File: src/rtl/pc_update_seq_if.sv
// PC-update stage bus: commit-side inputs from the memory stage, PC/status outputs toward fetch.
// The producer (commit logic) uses the master modport; the PC stage uses slave.
interface pc_update_seq_if #(
  parameter int unsigned PC_W = 64
);
  logic            commit;
  logic [3:0]      icode;
  logic            cnd;
  logic [PC_W-1:0] valC;
  logic [PC_W-1:0] valM;
  logic [PC_W-1:0] valP;
  logic [PC_W-1:0] pc;
  logic [1:0]      stat;
  logic            ras_miss;
  logic            ras_ovf;

  modport master (
    output commit, icode, cnd, valC, valM, valP,
    input  pc, stat, ras_miss, ras_ovf
  );

  modport slave (
    input  commit, icode, cnd, valC, valM, valP,
    output pc, stat, ras_miss, ras_ovf
  );
endinterface

File: src/rtl/pc_update_seq.sv
// Y-86 PC-update stage: registered PC and sticky status, next PC chosen per retiring icode; 1-edge latency.
// No backpressure; commit=0 holds state. Optional return-address check stack enabled by PCU_RAS_EN.
module pc_update_seq #(
  parameter int unsigned      PC_W      = 64,
  parameter logic [PC_W-1:0]  RESET_PC  = '0,
  parameter int unsigned      RAS_DEPTH = 8
) (
  input  logic              clk,
  input  logic              rst_n,
  pc_update_seq_if.slave    bus
);

  localparam logic [1:0] STAT_AOK = 2'd0;
  localparam logic [1:0] STAT_HLT = 2'd1;
  localparam logic [1:0] STAT_INS = 2'd2;

  localparam logic [3:0] IC_HALT = 4'h0;
  localparam logic [3:0] IC_JXX  = 4'h7;
  localparam logic [3:0] IC_CALL = 4'h8;
  localparam logic [3:0] IC_RET  = 4'h9;

  if (RAS_DEPTH < 2 || (RAS_DEPTH & (RAS_DEPTH - 1)) != 0) begin : g_bad_depth
    $error("pc_update_seq: RAS_DEPTH must be a power of two and at least 2");
  end

  logic [PC_W-1:0] pc_q, pc_d;
  logic [1:0]      stat_q, stat_d;
  logic            live;

  // Once halted or faulted, every commit is ignored until reset.
  assign live = bus.commit && (stat_q == STAT_AOK);

  always_comb begin
    pc_d   = pc_q;
    stat_d = stat_q;
    if (live) begin
      case (bus.icode)
        IC_HALT:                 stat_d = STAT_HLT;
        IC_JXX:                  pc_d   = bus.cnd ? bus.valC : bus.valP;
        IC_CALL:                 pc_d   = bus.valC;
        IC_RET:                  pc_d   = bus.valM;
        4'hC, 4'hD, 4'hE, 4'hF:  stat_d = STAT_INS;
        default:                 pc_d   = bus.valP;
      endcase
    end
  end

  always_ff @(posedge clk or negedge rst_n) begin
    if (!rst_n) begin
      pc_q   <= RESET_PC;
      stat_q <= STAT_AOK;
    end else begin
      pc_q   <= pc_d;
      stat_q <= stat_d;
    end
  end

  assign bus.pc   = pc_q;
  assign bus.stat = stat_q;

`ifdef PCU_RAS_EN
  localparam int unsigned  PTR_W = $clog2(RAS_DEPTH);
  localparam logic [PTR_W:0] CNT_FULL = (PTR_W + 1)'(RAS_DEPTH);

  logic [PC_W-1:0]  ras_q [RAS_DEPTH];
  logic [PTR_W-1:0] top_q, top_d;
  logic [PTR_W:0]   cnt_q, cnt_d;
  logic             miss_q, miss_d;
  logic             ovf_q, ovf_d;
  logic             is_call, is_ret;
  logic [PTR_W-1:0] last_idx;
  logic [PC_W-1:0]  popped;

  // top_q is the next free slot; when full it also addresses the oldest entry.
  assign is_call  = live && (bus.icode == IC_CALL);
  assign is_ret   = live && (bus.icode == IC_RET);
  assign last_idx = top_q - PTR_W'(1);
  assign popped   = ras_q[last_idx];

  always_comb begin
    top_d  = top_q;
    cnt_d  = cnt_q;
    miss_d = 1'b0;
    ovf_d  = ovf_q;
    if (is_call) begin
      top_d = top_q + PTR_W'(1);
      if (cnt_q == CNT_FULL) begin
        ovf_d = 1'b1;
      end else begin
        cnt_d = cnt_q + (PTR_W + 1)'(1);
      end
    end else if (is_ret) begin
      if (cnt_q == '0) begin
        miss_d = 1'b1;
      end else begin
        top_d  = last_idx;
        cnt_d  = cnt_q - (PTR_W + 1)'(1);
        miss_d = (popped != bus.valM);
      end
    end
  end

  always_ff @(posedge clk or negedge rst_n) begin
    if (!rst_n) begin
      top_q  <= '0;
      cnt_q  <= '0;
      miss_q <= 1'b0;
      ovf_q  <= 1'b0;
      for (int i = 0; i < int'(RAS_DEPTH); i++) begin
        ras_q[i] <= '0;
      end
    end else begin
      top_q  <= top_d;
      cnt_q  <= cnt_d;
      miss_q <= miss_d;
      ovf_q  <= ovf_d;
      if (is_call) begin
        ras_q[top_q] <= bus.valP;
      end
    end
  end

  assign bus.ras_miss = miss_q;
  assign bus.ras_ovf  = ovf_q;
`else
  assign bus.ras_miss = 1'b0;
  assign bus.ras_ovf  = 1'b0;
`endif

endmodule

File: src/flat_wrapper.sv
// flat-port wrapper written by rule: the top's interface ports become plain ports
module pc_update_seq_flat 
#(
  parameter int unsigned      PC_W      = 64,
  parameter logic [PC_W-1:0]  RESET_PC  = '0,
  parameter int unsigned      RAS_DEPTH = 8
)
  (clk, rst_n, bus_commit, bus_icode, bus_cnd, bus_valC, bus_valM, bus_valP, bus_pc, bus_stat, bus_ras_miss, bus_ras_ovf);
  pc_update_seq_if #(.PC_W(PC_W)) bus_i ();
  input  logic clk;
  input  logic rst_n;
  input wire logic [$bits(bus_i.commit)-1:0] bus_commit;
  input wire logic [$bits(bus_i.icode)-1:0] bus_icode;
  input wire logic [$bits(bus_i.cnd)-1:0] bus_cnd;
  input wire logic [$bits(bus_i.valC)-1:0] bus_valC;
  input wire logic [$bits(bus_i.valM)-1:0] bus_valM;
  input wire logic [$bits(bus_i.valP)-1:0] bus_valP;
  output wire logic [$bits(bus_i.pc)-1:0] bus_pc;
  output wire logic [$bits(bus_i.stat)-1:0] bus_stat;
  output wire logic [$bits(bus_i.ras_miss)-1:0] bus_ras_miss;
  output wire logic [$bits(bus_i.ras_ovf)-1:0] bus_ras_ovf;
  assign bus_i.commit = bus_commit;
  assign bus_i.icode = bus_icode;
  assign bus_i.cnd = bus_cnd;
  assign bus_i.valC = bus_valC;
  assign bus_i.valM = bus_valM;
  assign bus_i.valP = bus_valP;
  assign bus_pc = bus_i.pc;
  assign bus_stat = bus_i.stat;
  assign bus_ras_miss = bus_i.ras_miss;
  assign bus_ras_ovf = bus_i.ras_ovf;
  pc_update_seq #(.PC_W(PC_W), .RESET_PC(RESET_PC), .RAS_DEPTH(RAS_DEPTH)) u_core (.clk(clk), .rst_n(rst_n), .bus(bus_i));
endmodule
File: config.mk
export PLATFORM = sky130hd
export DESIGN_NAME = pc_update_seq_flat
export DESIGN_NICKNAME = d
export VERILOG_FILES = /design/src/rtl/pc_update_seq_if.sv /design/src/rtl/pc_update_seq.sv /design/src/flat_wrapper.sv
export SDC_FILE = /design/constraint.sdc
export NUM_CORES = 1
export LEC_CHECK = 0
export ABC_CLOCK_PERIOD_IN_PS = 4800
export CAP_MARGIN = 20
export CORE_ASPECT_RATIO = 1.75
export CORE_UTILIZATION = 41
export CTS_CLUSTER_SIZE = 12
export DETAILED_ROUTE_END_ITERATION = 8
export MAX_ROUTING_LAYER = met4
export PLACE_DENSITY_LB_ADDON = 0.3
export RECOVER_POWER = 100
export SLEW_MARGIN = 40
export SYNTH_ARGS = -nofsm -noshare
export SYNTH_HDL_FRONTEND = slang
export SYNTH_SLANG_ARGS = --single-unit
export TNS_END_PERCENT = 20
File: constraint.sdc
create_clock -name clk -period 4.8 [get_ports clk]
set_clock_uncertainty 0.15 [all_clocks]
set_input_delay 0.72 -clock clk [delete_from_list [all_inputs] [get_ports clk]]
set_output_delay 0.72 -clock clk [all_outputs]
set_load 0.01 [all_outputs]
Word level (Yosys, flattened, before mapping):

Cells that the tools add are included.
Widths: inputs -> output; s select.

* flip-flop bits (word level): 66

* bitwise gates (word level): 1
* muxes and demuxes: 3
* equality and inequality tests: 7
* reduce and logical (&&, ||, !) cells: 8

Operator list (number)
* $pmux 64 s4: 1
* $mux 64: 1
* $eq 4x4->1 const B: 6
* $reduce_or 5->1: 1
* $eq 4x3->1 const B: 1
* $logic_not 4->1: 1
* $pmux 2 s2: 1
* $reduce_and 2->1: 2
* $reduce_or 4->1: 1
* $logic_not 2->1: 1
* $reduce_bool 2->1: 1
* $logic_and 1x1->1: 1
* $not 1->1: 1

Logic depth before layout (Yosys ltp):

Gate-level depths: netlist (run 1).

* word-level depth: 4
* gate-level depth with buffers: 6
* gate-level depth less buffers: 4

Worst setup path before layout (run 1):

OpenSTA, ideal clock, no wires.

* kind: input to register
* start point: in bus_commit
* end point: reg u_core.pc_q[43], in the netlist u_core.bus.pc[43]
* cell stages on the path: 6
* slack: 2816 ps
* data arrival time: 1711 ps
* path through: nand2b_1 > or4b_1 > buf_4 > buf_6 > nand2_1 > o21ai_1

* word-level cells in the longest chain between the ends: 2

RTL lines
* from (decl): line flat_wrapper.sv:12 `input wire logic [$bits(bus_i.commit)-1:0] bus_commit;`
* $logic_and 1x1->1: line pc_update_seq.sv:31 `assign live = bus.commit && (stat_q == STAT_AOK);`
* $reduce_and 2->1 (no source line)
* to (signal assigned): line pc_update_seq.sv:53 `pc_q <= pc_d;`
* to (decl): line pc_update_seq.sv:26 `logic [PC_W-1:0] pc_q, pc_d;`

Every way passes these cells.
A chain may end at the register's enable or synchronous reset.

Worst setup path after layout (run 1):

* start point: in bus_icode[2]
* end point: reg u_core.pc_q[45], in the netlist u_core.bus.pc[45]

* word-level cells in the longest chain between the ends: 4
* elaborated cells between the ends (all ways): 12

RTL lines
* from (decl): line flat_wrapper.sv:13 `input wire logic [$bits(bus_i.icode)-1:0] bus_icode;`
* parallel branches: the longest is 4 deep, another holds $pmux 64 s4

Several ways; the timed one is not identified.

==> metrics.cfg, run 1 <==
[die]
pin_count = 268
die-area_um2 = 11200
core_area_um2 = 10400
die_y_um = 139
row_count = 49
start_util_pct = 42.5
chipWidth_um = 80.4

[setup_path]
reg2reg_to = u_core.bus.pc[45]$_DFFE_PN0P_
cp_slowest_cell = or4b_1
critPathBufInv = 2
critPathLaunch = bus_icode[2]
cp_max_fo = 37
crit_chain = dlygate4sd3_1 -> nor4_1 -> or4b_1 -> buf_4 -> nand2_1 -> o21ai_0
timing.critical_path.to = u_core.bus.pc[45]$_DFFE_PN0P_
ff2ff_path_depth = 5
cp.required_ns = 4.89
critPathTopFamily = simple AND/OR/NAND/NOR gates
setup.worst_path.start_class = primary input
cp.arrival_ns = 3.87
r2r_start = u_core.bus.stat[0]$_DFFE_PN0P_
max_stage_delay_ns = 1.18
cp-end-kind = flop
reg2reg_slack_ns = 2.10
crit_type = in2reg
critical_path_depth = 6

[finish]
fin_nets = 1019
diodes = 0
n_fill_cell = 860
drive_above_1_share_pct = 4.13
final_common_cell = clkdlybuf4s50_1
fin_cells = 951
area_growth_pct = 66.2
layout_common_cells = 195 x clkdlybuf4s50_1, 130 x nand2_1, 87 x o21ai_0, 67 x dlygate4sd3_1, 66 x dfrtp_1

[routing]
ant_nets = 0
drt_pre_antenna_iters = 5
dr_total_vias = 5510
post-route-drc-count = 0
routedWlPerCell_um = 18.3
first_iter_violations = 329
routed_wl_um = 17400
routed_via_density = 5.79

[clock_tree]
cts_buffers = 9
cts_tree = built
postCtsSetupBuffers = 0
cts-root-buf = clkbuf_16
insertion_delay_ns = 0.33
clk_pin_slew_ns = 0.05
cts_max_level = 3
cts_sinks = 66
cts_buffer_depth = 2
cts_resized = 0
ctsHoldBuffers = 0

[synthesis]
synth_area_um2 = 4410
synth_seq_cells = 66
synth_area_leader_cell = dfrtp_1
synthMuxAreaShare_pct = 0.483
synth_cell_types = 25
yosysSeqAreaShare_pct = 37.5
synth-xor-area-share_pct = 0
synth-compound-area-share_pct = 33.3
synth_edf_count = 0
yosys-top-cells-area = dfrtp_1 37%, o21ai_1 12%, nand2_1 11%, a22oi_1 11%, nand2b_1 9.1%
synth-adder-area-share_pct = 0
yosys.area.top_type_share_pct = 37.5
yosys.area_share.simple_pct = 21.9
yosys_warnings = 0
async_flop_share_pct = 100
syn_inst = 588
synth_flop_cell = dfrtp_1
synth_top_family_by_area = compound AO/OA/AOI/OAI gates
avgSynthCellArea_um2 = 7.49

[global_route]
grt_usage_pct = 31.8
antenna_found_initial = 0
overflow = 0
grt_pass1_vias = 5544
grt_max_degree = 67
grt_first_pass_wirelength_um = 26500

[sta]
finalCritPeriodShare_pct = 78.7
slew_headroom_pct = 4.96
rsz0062_at_grt = no
hold_violations = 0
setup_ws_ns = 1.02
fmax_ghz = 0.265
tns_ns = 0
setup_violations = 0
fin_hold_ws_ns = 0.323
worst_slew_pin_slew_ns = 1.43
maxSlewViolCount = 0
finalCriticalPeriod_ns = 3.78

[power]
combPwrFrac_pct = 24.4
power_density_nw_per_um2 = 237
power_frac_clock_pct = 40.2
internal_power_mw = 1.30
power.leakage_nw = 3.08
peakVddDrop_mv = 0.201
p_sw_uw = 438
p_sw_share_pct = 25.2
pwr-share-seq_pct = 35.4

[place]
dp_cells = 935
io_buffers = 265
place_ws_ns = 1.32
dp_hpwl_um = 12100
place.gp.congestion = 0.866

[hold_path]
hp-class = reg2reg
min_from = u_core.bus.pc[24]$_DFFE_PN0P_

[status]
status = complete, no violations

[run]
maxCapViolations = 0

## power by group through the flow
| stage | clock network, mW | registers, mW | logic (mW) |
|---|---|---|---|
| floorplan | 0 | 0.640 | 0.130 |
| global placement | 0 | 0.624 | 0.431 |
| detailed placement | 0 | 0.625 | 0.441 |
| CTS | 0.700 | 0.616 | 0.444 |
| global route | 0.727 | 0.618 | 0.458 |
| finish | 0.698 | 0.615 | 0.425 |
## cell usage after synthesis (3+ instances only)
cell type	n
a21oi_1	64
o21ai_0	25
nand2b_1	64
inv_1	3
buf_4	3
o21ai_1	104
buf_1	3
clkbuf_1	25
buf_2	21
a22oi_1	63
buf_6	5
dfrtp_1	66
nand2_1	130
## per-layer routing
metal | GRT usage [%] | share of wire, % | vias up | wire [um]
met3 | 4.14 | 7.7 | 73 | 1330
met1 | 34.6 | 35 | 2576 | 6150
li1 | - | - | 2521 | -
met4 | 21.8 | 6.0 | 0 | 1040
met2 | 52.4 | 51 | 340 | 8860
met5 | - | 0 | - | 0
## worst min-delay path, delay by kind of cell (launching register included)
family / cells / cell delay (ns)
and+or+nand+nor: 1 / 0.05
DFF: 1 / 0.33
AOI/OAI and AO/OA: 1 / 0.06
## final cells by class
class	instances	area, um^2	area share, %
clock buffers	15	288	3.93
clock inverters	1	30.0	0.410
inverters	3	11.3	0.154
multi-input cells	463	2460	33.6
flip-flops and latches	66	1650	22.6
well taps	127	159	2.17
repair buffers	276	2720	37.1
## metrics by stage
stage	total power, mW	cell area [um^2]	utilization, %
detailed placement	1.07	7010	67.7
global placement	1.06	7010	67.6
finish	1.74	7320	70.7
floorplan	0.770	4410	-
CTS	1.76	7330	70.7
global route	1.80	7320	70.7
## registers in the layout, indices dropped and copies added (netlist names)
name / flops
u_core.bus.pc: 64
u_core.bus.stat: 2
## logic make-up (layout without fill, tap and decap cells)
kind of cell / count (synthesis) / count (layout)
AND/OR/NAND/NOR: 200 / 200
buffers and inverters: 60 / 295
other: 1 / 2
AO/OA/AOI/OAI: 259 / 259
multiplexers: 2 / 2
flip-flops: 66 / 66
## worst min path at each step
stage	slack (ns)	endpoint	cells after the start
3_5_place_dp	0.32	u_core.bus.stat[0]$_DFFE_PN0P_	1
5_1_grt	0.35	u_core.bus.stat[0]$_DFFE_PN0P_	1
6_report	0.32	u_core.bus.pc[24]$_DFFE_PN0P_	2
3_3_place_gp	0.31	u_core.bus.stat[0]$_DFFE_PN0P_	1
4_1_cts	0.16	u_core.bus.pc[56]$_DFFE_PN0P_	1
2_1_floorplan	0.27	u_core.bus.pc[0]$_DFFE_PN0P_	0
Note: power is estimated with default switching activity, not from simulation.
==> run 2, diff against run 1 <==
--- a/config.mk
+++ b/config.mk
@@ -5,10 +5,10 @@
 export SDC_FILE = /design/constraint.sdc
 export NUM_CORES = 1
 export LEC_CHECK = 0
-export ABC_CLOCK_PERIOD_IN_PS = 4800
+export ABC_CLOCK_PERIOD_IN_PS = 3300
 export CAP_MARGIN = 20
 export CORE_ASPECT_RATIO = 1.75
-export CORE_UTILIZATION = 41
+export CORE_UTILIZATION = 34
 export CTS_CLUSTER_SIZE = 12
 export DETAILED_ROUTE_END_ITERATION = 8
 export MAX_ROUTING_LAYER = met4
==> constraint.sdc (replaced) <==
create_clock -name clk -period 3.3 [get_ports clk]
set_clock_uncertainty 0.15 [all_clocks]
set_input_delay 0.495 -clock clk [delete_from_list [all_inputs] [get_ports clk]]
set_output_delay 0.495 -clock clk [all_outputs]
set_load 0.01 [all_outputs]
==> run 2 against run 1 <==
Net effect:
- the run now ends with capacitance limit, slew limit left
- routed wire length grew 4.7%
- hold slack lost 0.0038 ns
- critical endpoint is now u_core.bus.pc[43]$_DFFE_PN0P_
- highest routed layer unchanged
- clock-buffer cell count shrank 1
- register-to-register slack lost 1.1 ns
- via count is essentially flat
- final cell count grew 4.7%
- critical path depth shrank 1
==> metrics.cfg, run 2 (same netlist as run 1, synthesis figures left out) <==
[finish]
drive_above_1_share_pct = 4.36  ; +0.23 points
layout_common_cells = 195 x clkdlybuf4s50_1, 130 x nand2_1, 87 x o21ai_0, 68 x dlygate4sd3_1, 66 x dfrtp_1
fin_nets = 1021  ; +0.20%
area_growth_pct = 67.5
final_common_cell = clkdlybuf4s50_1
largest_register_ffs = 64  ; unchanged

[setup_path]
r2r_start = u_core.bus.stat[0]$_DFFE_PN0P_
crit_type = in2reg
critPathTopFamily = buffers and inverters
cp-end-kind = flop
reg2reg_slack_ns = 0.98  ; -1.12 ns
cp_max_fo = 33  ; -11%
crit_chain = dlygate4sd3_1 -> nor4_1 -> or4b_2 -> clkbuf_2 -> o21ai_0
cp.arrival_ns = 2.78  ; -1.09 ns
critPathBufInv = 2  ; unchanged
setup.worst_path.start_class = primary input
cp.required_ns = 3.33  ; -1.56 ns
max_stage_delay_ns = 0.63  ; -0.55 ns
cp_slowest_cell = dlygate4sd3_1
critical_path_depth = 5  ; -1
ff2ff_path_depth = 5  ; unchanged
reg2reg_to = u_core.bus.pc[4]$_DFFE_PN0P_

[clock_tree]
cts-root-buf = clkbuf_16
clk_pin_slew_ns = 0.05  ; about the same
cts_sinks = 66  ; unchanged
cts_tree = built
cts_buffer_depth = 2  ; unchanged
cts_max_level = 3  ; unchanged
cts_resized = 0  ; unchanged
insertion_delay_ns = 0.32  ; about the same
ctsHoldBuffers = 0  ; unchanged
cts_buffers = 9  ; unchanged
postCtsSetupBuffers = 0  ; unchanged

[global_route]
grt_usage_pct = 28.2  ; -3.7 points
antenna_found_initial = 2  ; +2
grt_max_degree = 66  ; -1.5%
grt_pass1_vias = 5684  ; +2.5%
grt_first_pass_wirelength_um = 28300  ; +6.7%
overflow = 0  ; unchanged

[routing]
routedWlPerCell_um = 18.3  ; about the same
first_iter_violations = 307  ; -6.7%
post-route-drc-count = 0  ; unchanged
routed_wl_um = 18200  ; +4.7%
dr_total_vias = 5512  ; +0.036%
routed_via_density = 5.53  ; -4.5%
ant_nets = 0  ; unchanged
drt_pre_antenna_iters = 5  ; unchanged

[sta]
maxSlewViolCount = 31  ; +31
setup_violations = 0  ; unchanged
slew_headroom_pct = -22.8  ; -28 points
rsz0062_at_grt = no
fmax_ghz = 0.363
worst_slew_pin_slew_ns = 1.84  ; +0.416 ns
hold_violations = 0  ; unchanged
finalCriticalPeriod_ns = 2.76
tns_ns = 0  ; unchanged
setup_ws_ns = 0.542  ; -0.478 ns
finalCritPeriodShare_pct = 83.6

[status]
status = complete, but fails checks
violations = capacitance limit, slew limit

[power]
power_density_nw_per_um2 = 330  ; +39%
power.leakage_nw = 3.08  ; about the same
peakVddDrop_mv = 0.225  ; +12%

[die]
chipWidth_um = 88.1  ; +9.6%
start_util_pct = 35.1  ; -7.5 points
die-area_um2 = 13400  ; +20%
row_count = 54  ; +10%
core_area_um2 = 12600  ; +21%
die_y_um = 153  ; +9.7%
pin_count = 268  ; unchanged

[hold_path]
min_from = u_core.bus.pc[59]$_DFFE_PN0P_
hp-class = reg2reg
holdPathEnd = u_core.bus.pc[59]$_DFFE_PN0P_
whs_path_depth = 2  ; unchanged

[place]
place_ws_ns = 0.520  ; -0.801 ns
dp_hpwl_um = 12700  ; +5.1%
io_buffers = 265  ; unchanged
place.gp.congestion = 0.836  ; -3.4%

[run]
maxCapViolations = 1  ; +1

-- run 2: cell types whose count changed in the layout (fill, tap and decap cells not counted), moves of 2 or more --
cell      delta
buf_12       +2
buf_4        -3
clkbuf_2     +2
clkinv_2     +2
diode_2      +2
-- run 2: per-layer routing --
layer	GRT usage [%]	wire length [um]
met2	47.7	9680
met5	-	0
met1	28.9	6200
met3	4.66	1240
met4	19.3	1060
-- run 2: worst reg2reg max path, stage by stage, from the launching register on --
cell and delay, ns:
dfrtp_1 0.40, nand2b_1 0.21, or4b_2 0.64, clkbuf_2 0.48, nand2_1 0.21, o21ai_0 0.10
-- run 2: cell type report --
cell class                      instances  area [um^2]
Clock inverter                          2         10.0
Sequential cell                        66         1650
Antenna cell                            2         5.00
Tap cell                              168          210
Timing Repair Buffer                  278         2760
Fill cell                            1163         5190
Inverter                                3         11.3
Clock buffer                           14          274
Multi-Input combinational cell        463         2460
-- run 2: where the power goes --
group	leakage (nW)	switching [mW]	internal, mW
clock network	0.143	0.349	0.568
logic	2.07	0.264	0.361
registers	0.868	0.0281	0.864
-- run 2: stage by stage --
step	instance area (um^2)	cells	util (%)	hold WS, ns	power, mW
after detailed placement	7090	977	56.4	0.325	1.56
after CTS	7380	993	58.7	0.0970	2.49
final	7380	996	58.7	0.319	2.43
after floorplan	4410	589	-	0.0494	1.12
after global routing	7380	996	58.7	0.340	2.55
after global placement	7090	977	56.4	0.318	1.54
-- run 2: worst max-delay path by stage --
stage                                        start                            end  slack [ns]
CTS                                   bus_icode[2]  u_core.bus.pc[47]$_DFFE_PN0P_        0.87
floorplan           u_core.bus.stat[0]$_DFFE_PN0P_  u_core.bus.pc[43]$_DFFE_PN0P_        1.52
finish                                bus_icode[2]  u_core.bus.pc[43]$_DFFE_PN0P_        0.54
global route                          bus_icode[2]  u_core.bus.pc[28]$_DFFE_PN0P_        0.39
detailed placement                    bus_icode[2]  u_core.bus.pc[47]$_DFFE_PN0P_        0.52
global placement                      bus_icode[2]  u_core.bus.pc[43]$_DFFE_PN0P_        0.64
